File: src/rtl/frame_buffer_pkg.sv
// Shared types and constants for the frame buffer controller.
package frame_buffer_pkg;

  typedef enum logic {FILL, DRAIN} fb_state_t;

  // Words that may be buffered or in flight on the read side at once.
  localparam int unsigned CREDIT_LIMIT = 2;

  localparam int unsigned DATA_WIDTH = 32;

endpackage

File: src/rtl/simple_dualport_mem.sv
// One write port, one registered read port (1-cycle latency); contents are never cleared.
module simple_dualport_mem #(
  parameter int unsigned DEPTH       = 16,
  parameter int unsigned DATA_AMOUNT = 16
) (
  input  logic                     clk,
  input  logic                     rst_n,
  input  logic                     wea,
  input  logic [$clog2(DEPTH)-1:0] addra,
  input  int                       dina,
  input  logic                     enb,
  input  logic [$clog2(DEPTH)-1:0] addrb,
  output int                       doutb,
  output logic                     read_ram_available
);

  localparam int unsigned ADDR_WIDTH = $clog2(DEPTH);
  localparam logic [ADDR_WIDTH-1:0] LAST_ADDR = ADDR_WIDTH'(DATA_AMOUNT - 1);

  int ram [DEPTH];

  always_ff @(posedge clk) begin
    if (wea) ram[addra] <= dina;
    if (enb) doutb <= ram[addrb];
  end

  // High once the last frame location is written, until it is read back.
  always_ff @(posedge clk or negedge rst_n) begin
    if (!rst_n) begin
      read_ram_available <= 1'b0;
    end else if (wea && addra == LAST_ADDR) begin
      read_ram_available <= 1'b1;
    end else if (enb && addrb == LAST_ADDR) begin
      read_ram_available <= 1'b0;
    end
  end

endmodule

File: src/rtl/frame_buffer_ctrl.sv
// Store-and-forward frame buffer: fills a RAM with one frame, then replays it in
// order through a 2-entry output buffer that hides the RAM read latency.
module frame_buffer_ctrl
  import frame_buffer_pkg::*;
#(
  parameter int unsigned DEPTH       = 16,
  parameter int unsigned DATA_AMOUNT = 16
) (
  input  logic                   clk,
  input  logic                   rst_n,
  input  logic                   flush,
  input  logic                   in_valid,
  output logic                   in_ready,
  input  int                     in_data,
  output logic                   out_valid,
  input  logic                   out_ready,
  output int                     out_data,
  output logic                   frame_done,
  output logic [$clog2(DEPTH):0] fill_level
);

  localparam int unsigned ADDR_WIDTH = $clog2(DEPTH);
  localparam int unsigned CNT_WIDTH  = ADDR_WIDTH + 1;
  localparam logic [CNT_WIDTH-1:0] FRAME_LEN = CNT_WIDTH'(DATA_AMOUNT);
  localparam logic [CNT_WIDTH-1:0] LAST_IDX  = CNT_WIDTH'(DATA_AMOUNT - 1);

  if (DATA_AMOUNT < 2 || DATA_AMOUNT > DEPTH) begin : g_bad_amount
    $error("frame_buffer_ctrl: DATA_AMOUNT must lie in 2..DEPTH");
  end

  fb_state_t            state, next_state;
  logic [CNT_WIDTH-1:0] rd_ptr;
  logic [CNT_WIDTH-1:0] out_cnt;
  logic                 rd_inflight;
  logic                 skid_valid;
  int                   skid_data;

  logic                  in_hs;
  logic                  pop;
  logic                  issue;
  logic [1:0]            occupancy;
  logic                  mem_wea;
  logic [ADDR_WIDTH-1:0] mem_addra;
  logic [ADDR_WIDTH-1:0] mem_addrb;
  int                    ram_rdata;
  logic                  unused_ram_avail;

  // fill_level doubles as the write pointer: every frame starts at address 0.
  assign mem_addra = fill_level[ADDR_WIDTH-1:0];
  assign mem_addrb = rd_ptr[ADDR_WIDTH-1:0];

  always_ff @(posedge clk or negedge rst_n) begin
    if (!rst_n) state <= FILL;
    else        state <= next_state;
  end

  // Next state, handshakes and read-issue decision; flush overrides everything.
  always_comb begin
    next_state = state;
    in_hs      = in_valid && in_ready;
    pop        = out_valid && out_ready;
    frame_done = pop && (out_cnt == LAST_IDX) && !flush;
    occupancy  = 2'(out_valid) + 2'(skid_valid) + 2'(rd_inflight);
    issue      = 1'b0;
    mem_wea    = 1'b0;
    case (state)
      FILL: begin
        mem_wea = in_hs;
        if (in_hs && fill_level == LAST_IDX) next_state = DRAIN;
      end
      DRAIN: begin
        issue = (rd_ptr < FRAME_LEN) && ((occupancy - 2'(pop)) < 2'(CREDIT_LIMIT));
        if (frame_done) next_state = FILL;
      end
      default: next_state = FILL;
    endcase
    if (flush) begin
      next_state = FILL;
      mem_wea    = 1'b0;
      issue      = 1'b0;
    end
  end

  always_ff @(posedge clk or negedge rst_n) begin
    if (!rst_n) in_ready <= 1'b0;
    else        in_ready <= (next_state == FILL);
  end

  // Pointers plus holding/skid buffer; returning read data fills the holding slot first.
  always_ff @(posedge clk or negedge rst_n) begin
    if (!rst_n) begin
      fill_level  <= '0;
      rd_ptr      <= '0;
      out_cnt     <= '0;
      rd_inflight <= 1'b0;
      out_valid   <= 1'b0;
      out_data    <= 0;
      skid_valid  <= 1'b0;
      skid_data   <= 0;
    end else if (flush) begin
      fill_level  <= '0;
      rd_ptr      <= '0;
      out_cnt     <= '0;
      rd_inflight <= 1'b0;
      out_valid   <= 1'b0;
      skid_valid  <= 1'b0;
    end else begin
      if (mem_wea) fill_level <= fill_level + CNT_WIDTH'(1);
      if (issue)   rd_ptr     <= rd_ptr + CNT_WIDTH'(1);
      if (pop)     out_cnt    <= out_cnt + CNT_WIDTH'(1);
      if (frame_done) begin
        fill_level <= '0;
        rd_ptr     <= '0;
        out_cnt    <= '0;
      end
      rd_inflight <= issue;
      if (pop && skid_valid) begin
        out_data   <= skid_data;
        skid_valid <= 1'b0;
      end else if (rd_inflight && (!out_valid || pop)) begin
        out_valid <= 1'b1;
        out_data  <= ram_rdata;
      end else if (rd_inflight) begin
        skid_valid <= 1'b1;
        skid_data  <= ram_rdata;
      end else if (pop) begin
        out_valid <= 1'b0;
      end
    end
  end

  simple_dualport_mem #(
    .DEPTH       (DEPTH),
    .DATA_AMOUNT (DATA_AMOUNT)
  ) u_mem (
    .clk                (clk),
    .rst_n              (rst_n),
    .wea                (mem_wea),
    .addra              (mem_addra),
    .dina               (in_data),
    .enb                (issue),
    .addrb              (mem_addrb),
    .doutb              (ram_rdata),
    .read_ram_available (unused_ram_avail)
  );

endmodule

File: config.mk
export PLATFORM = sky130hd
export DESIGN_NAME = frame_buffer_ctrl
export DESIGN_NICKNAME = d
export VERILOG_FILES = /design/src/rtl/frame_buffer_pkg.sv /design/src/rtl/simple_dualport_mem.sv /design/src/rtl/frame_buffer_ctrl.sv
export SDC_FILE = /design/constraint.sdc
export NUM_CORES = 1
export LEC_CHECK = 0
export ABC_CLOCK_PERIOD_IN_PS = 7400
export CELL_PAD_IN_SITES_DETAIL_PLACEMENT = 1
export CELL_PAD_IN_SITES_GLOBAL_PLACEMENT = 2
export CORE_MARGIN = 2
export CORE_UTILIZATION = 30
export CTS_CLUSTER_SIZE = 25
export DETAILED_ROUTE_END_ITERATION = 8
export PLACE_DENSITY_LB_ADDON = 0.1
export SYNTH_ARGS = -nofsm -noshare
export SYNTH_HDL_FRONTEND = slang
export SYNTH_HIERARCHICAL = 1
export SYNTH_SLANG_ARGS = --single-unit
File: constraint.sdc
create_clock -name clk -period 7.4 [get_ports clk]
set_input_delay 1.48 -clock clk [delete_from_list [all_inputs] [get_ports clk]]
set_output_delay 1.48 -clock clk [all_outputs]
set_load 0.01 [all_outputs]
# [After elaboration in Yosys (flattened, before gate mapping)]
# Memory sizes are Yosys's and may differ from the RTL's. A register that Yosys moved wholly into a read port is not among the register bits.
# Cells that the tools add are included.
[word_totals] ff_bits=84 latch_bits=0 mem_bits_rw=512 mem_bits_ro=0 inputBits=37 word_cells=81 mem_count=1
[memory_table] name="u_mem.ram" words=16 word_bits=32 rd=1 rd_ports_with_merged_regs=1 wr=1 line_no="simple_dualport_mem.sv:20" source="int ram [DEPTH];"
[classes] addsub=6 n_mul=0 n_div=0 order_cmp=2 n_eq_ne=5 n_shift=0 muxes=31 bitwise_logic=5 n_reduce_logical=21
[op_table] op="32-bit 2-to-1 mux" count=2
[op_table] op="5-bit 2-to-1 mux" count=9
[op_table] op="1-bit 2-to-1 mux" count=19
[op_table] op="5-bit by 1-bit adder with 5-bit output, second input constant" count=3
[op_table] op="3-bit nonzero test" count=5
[op_table] op="5-bit by 4-bit == test with 1-bit output, second input constant" count=2
[op_table] op="1-bit logical AND" count=8
[op_table] op="5-bit less-than comparator, second input constant" count=1
[op_table] op="1-bit NOT" count=5
[op_table] op="2-bit AND reduction" count=2
[op_table] op="4-bit AND reduction" count=1
[op_table] op="3-bit by 2-bit != test with 1-bit output, second input constant" count=1
[op_table] op="3-bit != test, second input constant" count=1
[op_table] op="3-bit AND reduction" count=1
[op_table] op="1-bit by 1-bit adder with 2-bit output" count=1
[op_table] op="2-bit by 1-bit adder with 2-bit output" count=1
[op_table] op="1-bit zero test" count=2
[op_table] op="2-bit less-than comparator, second input constant" count=1
[op_table] op="2-bit != test, second input constant" count=1
[op_table] op="1-bit case mux with 2 select lines" count=1
[op_table] op="2-bit nonzero test" count=1
[op_table] op="2-bit by 1-bit subtractor with 2-bit output" count=1
[op_table] op="1-bit logical OR" count=1

# [Longest topological paths before layout]
# Gate-level depths: netlist (run 1).
[logic_depth] depth_word=10 depth_mapped=10

# [By module]
# Netlist (run 1), hierarchy kept.
[modules_own_cells] module="simple_dualport_mem" n_inst=1 cells_per_inst=912 area_each_um2=20632.3 seq_area_each_um2=16360.7
[modules_own_cells] module="frame_buffer_ctrl" n_inst=1 cells_per_inst=312 area_each_um2=3694.8 seq_area_each_um2=2102.0

# [Worst setup path after synthesis (run 1)]
# No wires, ideal clock.
[synth_path] path_kind="input port to flip-flop" from="input in_valid" to="memory u_mem/ram[0][0] in the netlist's numbering, enable pin" setup_time_ns=0.461 t_arrival_ns=4.775 required_ns=6.939 path_slack_ns=2.164 path_stages=5 path_cell_list="and3b_1 > clkbuf_1 > and2_1 > or3b_2 > nor3_1"
[synth_via] elab_chain_cells=5
[synth_lines] item="from (decl)" line_no="frame_buffer_ctrl.sv:12" source="input logic in_valid,"
[synth_lines] item="1-bit logical AND" line_no="frame_buffer_ctrl.sv:60" source="in_hs = in_valid && in_ready;"
[synth_lines] item="1-bit 2-to-1 mux" line_no="frame_buffer_ctrl.sv:66" source="case (state)"
[synth_lines] item="1-bit 2-to-1 mux" line_no="frame_buffer_ctrl.sv:77" source="if (flush) begin"
[synth_lines] item="named net mem_wea" line_no="frame_buffer_ctrl.sv:42" source="logic mem_wea;"
[synth_lines] item="1-bit 2-to-1 mux" line_no="simple_dualport_mem.sv:23" source="if (wea) ram[addra] <= dina;"
[synth_lines] item="1-bit 2-to-1 mux (not written as such)" line_no="simple_dualport_mem.sv:23"
[synth_lines] item="to (decl)" line_no="simple_dualport_mem.sv:20"
# The timed path passes the listed nets, and every way through them passes these cells.

# [Worst setup path in the final report (run 1)]
[layout_path] from="input flush" to="output frame_done"
[layout_via] elab_chain_cells=2
[layout_lines] item="from (decl)" line_no="frame_buffer_ctrl.sv:11" source="input logic flush,"
[layout_lines] item="1-bit zero test" line_no="frame_buffer_ctrl.sv:62" source="frame_done = pop && (out_cnt == LAST_IDX) && !flush;"
[layout_lines] item="1-bit logical AND" line_no="frame_buffer_ctrl.sv:62"
[layout_lines] item="to (decl)" line_no="frame_buffer_ctrl.sv:18" source="output logic frame_done,"
# No other way between the ends.

==> results.py, run 1 <==
metrics = {
    "run_status": {
        "status": "finished, final reports clean",
    },
    "worst_hold_path": {
        "hold_path_startpoint": "skid_data[1]",
        "hold_path_class": "reg2reg",
    },
    "clock_network": {
        "tritoncts": "yes",
        "clockBufferDepth": 3,
        "clock_insertion_delay_worst_skew_ps": 600,
        "clk_transition_reported_paths_ps": 50,
        "clock_sink_count": 628,
        "cts_max_level": 3,
        "cts_root_buf": "sky130_fd_sc_hd__clkbuf_16",
        "setup_buffers_after_cts": 0,
        "number_of_buffers_inserted_by_hold_repair_at_cts": 0,
        "cts_inserted_buffers": 72,
        "cts_repair_resize_count": 0,
    },
    "logic_synthesis": {
        "syn_avg_cell_area_um2": 19.9,
        "postSynthNetCount": 1265,
        "yosys_warnings": 6,
        "mapped_cell_area_um2": 24300,
        "post_synth_inst_count": 1221,
    },
    "routing": {
        "drt-total-wl_um": 60000,
        "vias_per_cell": 4.85,
        "avgRoutedWirePerCell_um": 24.5,
        "drt_first_iter_violations": 706,
        "antenna_left": 0,
        "vias": 11900,
        "dr.pass1.iters": 5,
        "detail_route.drc_violations": 0,
    },
    "worst_setup_path": {
        "r2r-start": "state",
        "critical_path.startpoint_type": "primary input",
        "worstSetupStartpoint": "flush",
        "cp_top_family": "buffers and inverters",
        "end_kind": "output port",
        "crit_path_max_fanout": 12,
        "critical_path_arrival_ps": 3170,
        "cp_slowest_stage_delay_ps": 840,
        "worst-path-buf-inv": 3,
        "critical_path.cell_chain": "clkdlybuf4s50_1 > inv_1 > and3_1 > clkdlybuf4s50_1",
        "critical-path-top-cell-by-count": "sky130_fd_sc_hd__clkdlybuf4s50_1",
        "path_class": "in2out",
        "crit_path_top_delay_cell": "sky130_fd_sc_hd__clkdlybuf4s50_1",
        "required_time_of_the_worst_setup_path_ps": 5920,
    },
    "power": {
        "power_density_relative_to_cell_area_nw_per_um2": 262,
        "design_power_total_mw": 7.49,
        "ir_drop_mv": 0.161,
        "leakagePower_nw": 9.21,
    },
    "sta": {
        "fin_worst_hold_slack_ps": 504,
        "share_of_the_clock_period_used_by_the_worst_path_pct": 62.9,
        "setup_total_negative_slack_ps": 0,
        "report.final.slew_viol_count": 0,
        "clock_skew_ps": 23.0,
        "timing.final.setup_violations": 0,
        "max_freq_mhz": 215,
        "finalWorstPathRequiredPeriod_ps": 4650,
        "slew_at_the_pin_closest_to_its_max_slew_limit_ps": 1080,
        "layout_setup_ws_ps": 2750,
        "final_hold_viol_count": 0,
        "timing.slew.headroom_pct": 27.9,
        "rsz0062_at_grt": "no",
    },
    "finish": {
        "layout-drive-gt1-share_pct": 19.9,
        "layout.nets": 1376,
        "synthToLayoutAreaGrowth_pct": 17.7,
        "final_cell_mix": "sky130_fd_sc_hd__edfxtp_1, sky130_fd_sc_hd__mux2i_1, sky130_fd_sc_hd__mux4_2",
        "fin_area_um2": 28600,
        "fin_util_pct": 35.6,
        "count_of_fill_cells_added_during_filler_insertion": 7800,
        "most_common_cell_after_layout_fill_and_taps_aside": "sky130_fd_sc_hd__edfxtp_1",
        "layout.cells.non_filler": 2446,
    },
    "place": {
        "gp_congestion": 0.696,
        "hpwlAfterDp_um": 33700,
        "placed_cells": 2318,
        "preCtsSetupSlack_ps": 2690,
        "port_buffers": 76,
        "place_area_um2": 26300,
    },
    "global_route": {
        "grt-ovfl-total": 0,
        "grt_first_pass_wirelength_um": 89600,
        "first_global_vias": 12800,
        "largest_net_degree_at_the_start_of_global_routing": 75,
        "grtUsageTotal_pct": 14.8,
        "grt_antenna_before_repair": 3,
    },
    "floorplanning": {
        "std_cell_rows": 104,
        "core_ar_um2": 80300,
        "die_area_um2": 83300,
        "die_width_um": 289,
        "initial_core_utilization_pct": 30.3,
        "pin_count": 77,
        "die_height_um": 289,
    },
    "run": {
        "cap_violations": 0,
    },
}
## routing by layer
metal | GRT usage, % | wire length (um) | up-vias
met5 | 0 | 0 | -
met4 | 3.94 | 901 | 0
met3 | 2.54 | 2200 | 65
met2 | 23.9 | 28400 | 198
met1 | 20.8 | 28500 | 6402
li1 | - | - | 5200
## worst register-to-register path, delay by kind of cell, from the launching register on
kind,cells,cell delay (ps)
buf+inv,1,480
flops,1,430
simple gates,4,1910
## worst paths after layout
path,end,slack [ps],cells after the start
max,frame_done,2750,4
max in group asynchronous,out_data[16],5460,2
min reg2reg,skid_data[1],500,1
min in group asynchronous,skid_valid,810,1
min,skid_data[1],500,1
max reg2reg,u_mem/ram[13][17],4230,5
## power breakdown
| group | leakage [nW] | internal [mW] | switching, mW |
|---|---|---|---|
| registers | 6.03 | 3.88 | 0.0139 |
| clock network | 1.09 | 2.04 | 1.39 |
| logic | 2.09 | 0.0569 | 0.109 |
## state kept, by name (all words and copies together), names as in the netlist
signal	cells
fill_level	5
in_ready	1
out_cnt	5
out_data	32
out_valid	1
rd_inflight	1
rd_ptr	5
skid_data	32
skid_valid	1
state	1
u_mem/doutb	32
u_mem/ram	512
## cell type report
| type | count | area (um^2) | share of cell area, % |
|---|---|---|---|
| Inverter | 11 | 41.3 | 0.144 |
| Timing Repair Buffer | 104 | 993 | 3.47 |
| Antenna cell | 1 | 2.50 | 0.00875 |
| Sequential cell | 628 | 18400 | 64.5 |
| Tap cell | 1060 | 1330 | 4.64 |
| Multi-Input combinational cell | 515 | 5530 | 19.3 |
| Clock inverter | 31 | 272 | 0.950 |
| Clock buffer | 96 | 1980 | 6.91 |
Note: power is estimated with default switching activity, not from simulation.
==> inputs of run 2 (changes only) <==
--- a/config.mk
+++ b/config.mk
@@ -5,7 +5,7 @@
 export SDC_FILE = /design/constraint.sdc
 export NUM_CORES = 1
 export LEC_CHECK = 0
-export ABC_CLOCK_PERIOD_IN_PS = 7400
+export ABC_CLOCK_PERIOD_IN_PS = 4200
 export CELL_PAD_IN_SITES_DETAIL_PLACEMENT = 1
 export CELL_PAD_IN_SITES_GLOBAL_PLACEMENT = 2
 export CORE_MARGIN = 2
==> constraint.sdc (replaced) <==
create_clock -name clk -period 4.2 [get_ports clk]
set_input_delay 0.84 -clock clk [delete_from_list [all_inputs] [get_ports clk]]
set_output_delay 0.84 -clock clk [all_outputs]
set_load 0.01 [all_outputs]
==> results.py, run 2 (synthesized netlist as in run 1, its figures left out) <==
metrics = {
    "run_status": {
        "status": "finished, final reports clean",
    },
    "clock_network": {
        "tritoncts": "yes",
        "cts_root_buf": "sky130_fd_sc_hd__clkbuf_16",
        "clock_insertion_delay_worst_skew_ps": 620,
        "number_of_buffers_inserted_by_hold_repair_at_cts": 0,
        "clk_transition_reported_paths_ps": 60,
        "clockBufferDepth": 3,
        "setup_buffers_after_cts": 0,
        "clock_sink_count": 628,
        "cts_max_level": 3,
        "cts_inserted_buffers": 73,
        "cts_repair_resize_count": 0,
    },
    "floorplanning": {
        "initial_core_utilization_pct": 30.3,
        "die_width_um": 289,
        "core_ar_um2": 80300,
        "pin_count": 77,
        "die_height_um": 289,
        "die_area_um2": 83300,
        "std_cell_rows": 104,
    },
    "sta": {
        "rsz0062_at_grt": "no",
        "share_of_the_clock_period_used_by_the_worst_path_pct": 79.9,
        "max_freq_mhz": 298,
        "final_hold_viol_count": 0,
        "setup_total_negative_slack_ps": 0,
        "layout_setup_ws_ps": 845,
        "report.final.slew_viol_count": 0,
        "timing.slew.headroom_pct": 40.9,
        "timing.final.setup_violations": 0,
        "fin_worst_hold_slack_ps": 306,
        "finalWorstPathRequiredPeriod_ps": 3360,
        "clock_skew_ps": 19.8,
        "slew_at_the_pin_closest_to_its_max_slew_limit_ps": 883,
    },
    "worst_setup_path": {
        "required_time_of_the_worst_setup_path_ps": 3360,
        "critical_path.startpoint_type": "flip-flop",
        "crit_path_top_delay_cell": "sky130_fd_sc_hd__clkdlybuf4s50_1",
        "end_kind": "output port",
        "critical_path.cell_chain": "ha_1 > and3_1 > ha_1 > and3_1 > clkdlybuf4s50_1",
        "critical_path_arrival_ps": 2520,
        "crit_path_max_fanout": 10,
        "setup.reg_to_reg.worst_slack_ps": 1440,
        "cp_slowest_stage_delay_ps": 530,
        "path_class": "reg2out",
    },
    "finish": {
        "most_common_cell_after_layout_fill_and_taps_aside": "sky130_fd_sc_hd__edfxtp_1",
        "layout.nets": 1392,
        "largest_register_ffs": 512,
        "count_of_fill_cells_added_during_filler_insertion": 7807,
        "layout-drive-gt1-share_pct": 21.3,
        "fin_util_pct": 36.1,
        "top_register_by_number_of_flip_flops": "u_mem/ram",
        "final_cell_mix": "sky130_fd_sc_hd__edfxtp_1, sky130_fd_sc_hd__mux2i_1, sky130_fd_sc_hd__mux4_2",
        "synthToLayoutAreaGrowth_pct": 19.2,
    },
    "routing": {
        "avgRoutedWirePerCell_um": 25.6,
        "vias_per_cell": 4.86,
        "drt-total-wl_um": 63300,
        "dr.pass1.iters": 5,
        "drt_first_iter_violations": 831,
        "detail_route.drc_violations": 0,
        "vias": 12000,
        "antenna_left": 0,
    },
    "global_route": {
        "grtUsageTotal_pct": 15.6,
        "largest_net_degree_at_the_start_of_global_routing": 68,
        "grt_antenna_before_repair": 2,
        "grt-ovfl-total": 0,
        "first_global_vias": 12900,
        "grt_first_pass_wirelength_um": 93600,
    },
    "place": {
        "hpwlAfterDp_um": 38700,
        "preCtsSetupSlack_ps": 598,
        "gp_congestion": 0.706,
        "port_buffers": 76,
    },
    "run": {
        "cap_violations": 0,
    },
    "power": {
        "ir_drop_mv": 0.290,
        "leakagePower_nw": 9.35,
        "power_density_relative_to_cell_area_nw_per_um2": 462,
    },
    "worst_hold_path": {
        "hold_path_class": "in2async",
    },
}
[run 2: changes by cell type in the layout (fill, tap and decap cells not counted), sizes merged]
cell | before | now
buf | 29 | 44
bufinv | 5 | 4
clkbuf | 96 | 95
clkinv | 25 | 32
diode | 1 | 2
inv | 12 | 14
[run 2: final timing paths]
check / from / endpoint / cells after the start
worst max-delay path: out_cnt[0] / frame_done / 5
worst max register to register: rd_ptr[1] / u_mem/doutb[13] / 4
worst min-delay path: rst_n / out_cnt[3] / 1
max in group asynchronous: rst_n / out_data[15] / 2
min in group clk: skid_data[11] / skid_data[11] / 1
worst min register to register: skid_data[11] / skid_data[11] / 1
[run 2: area by class of cell]
type                            instances  area, um^2  share of cell area (%)
Timing Repair Buffer                  119        1230                    4.25
Clock inverter                         39         369                    1.28
Tap cell                             1060        1330                    4.58
Sequential cell                       628       18400                    63.7
Multi-Input combinational cell        515        5560                    19.2
Inverter                               11        41.3                   0.143
Clock buffer                           95        1970                    6.81
Antenna cell                            2        5.00                  0.0173
[run 2: power breakdown]
group          internal, mW  switching, mW
sequential             6.84         0.0179
clock                  3.59           2.60
combinational         0.106          0.219
[run 2: critical path: cells and delay by family, from the launching register on]
kind,cells,cell delay [ps]
flip-flops,1,410
AND/OR/NAND/NOR,2,390
buffers and inverters,1,530
adder cells (fa/ha/maj),2,570
[run 2: per-stage QoR]
stage | power (mW) | area [um^2] | cells
final | 13.4 | 28900 | 2469
after floorplan | 7.07 | 24300 | 1221
after CTS | 13.6 | 28900 | 2467
after detailed placement | 7.33 | 26600 | 2333
after global routing | 13.9 | 28900 | 2467
after global placement | 7.32 | 26600 | 2333
[run 2: metal layers]
metal / GRT usage, % / vias to the layer above / wire, um
met1: 22.1 / 6446 / 29800
met4: 3.99 / 0 / 1320
li1: - / 5243 / -
met3: 2.95 / 83 / 2420
met5: 0 / - / 0
met2: 24.6 / 225 / 29800
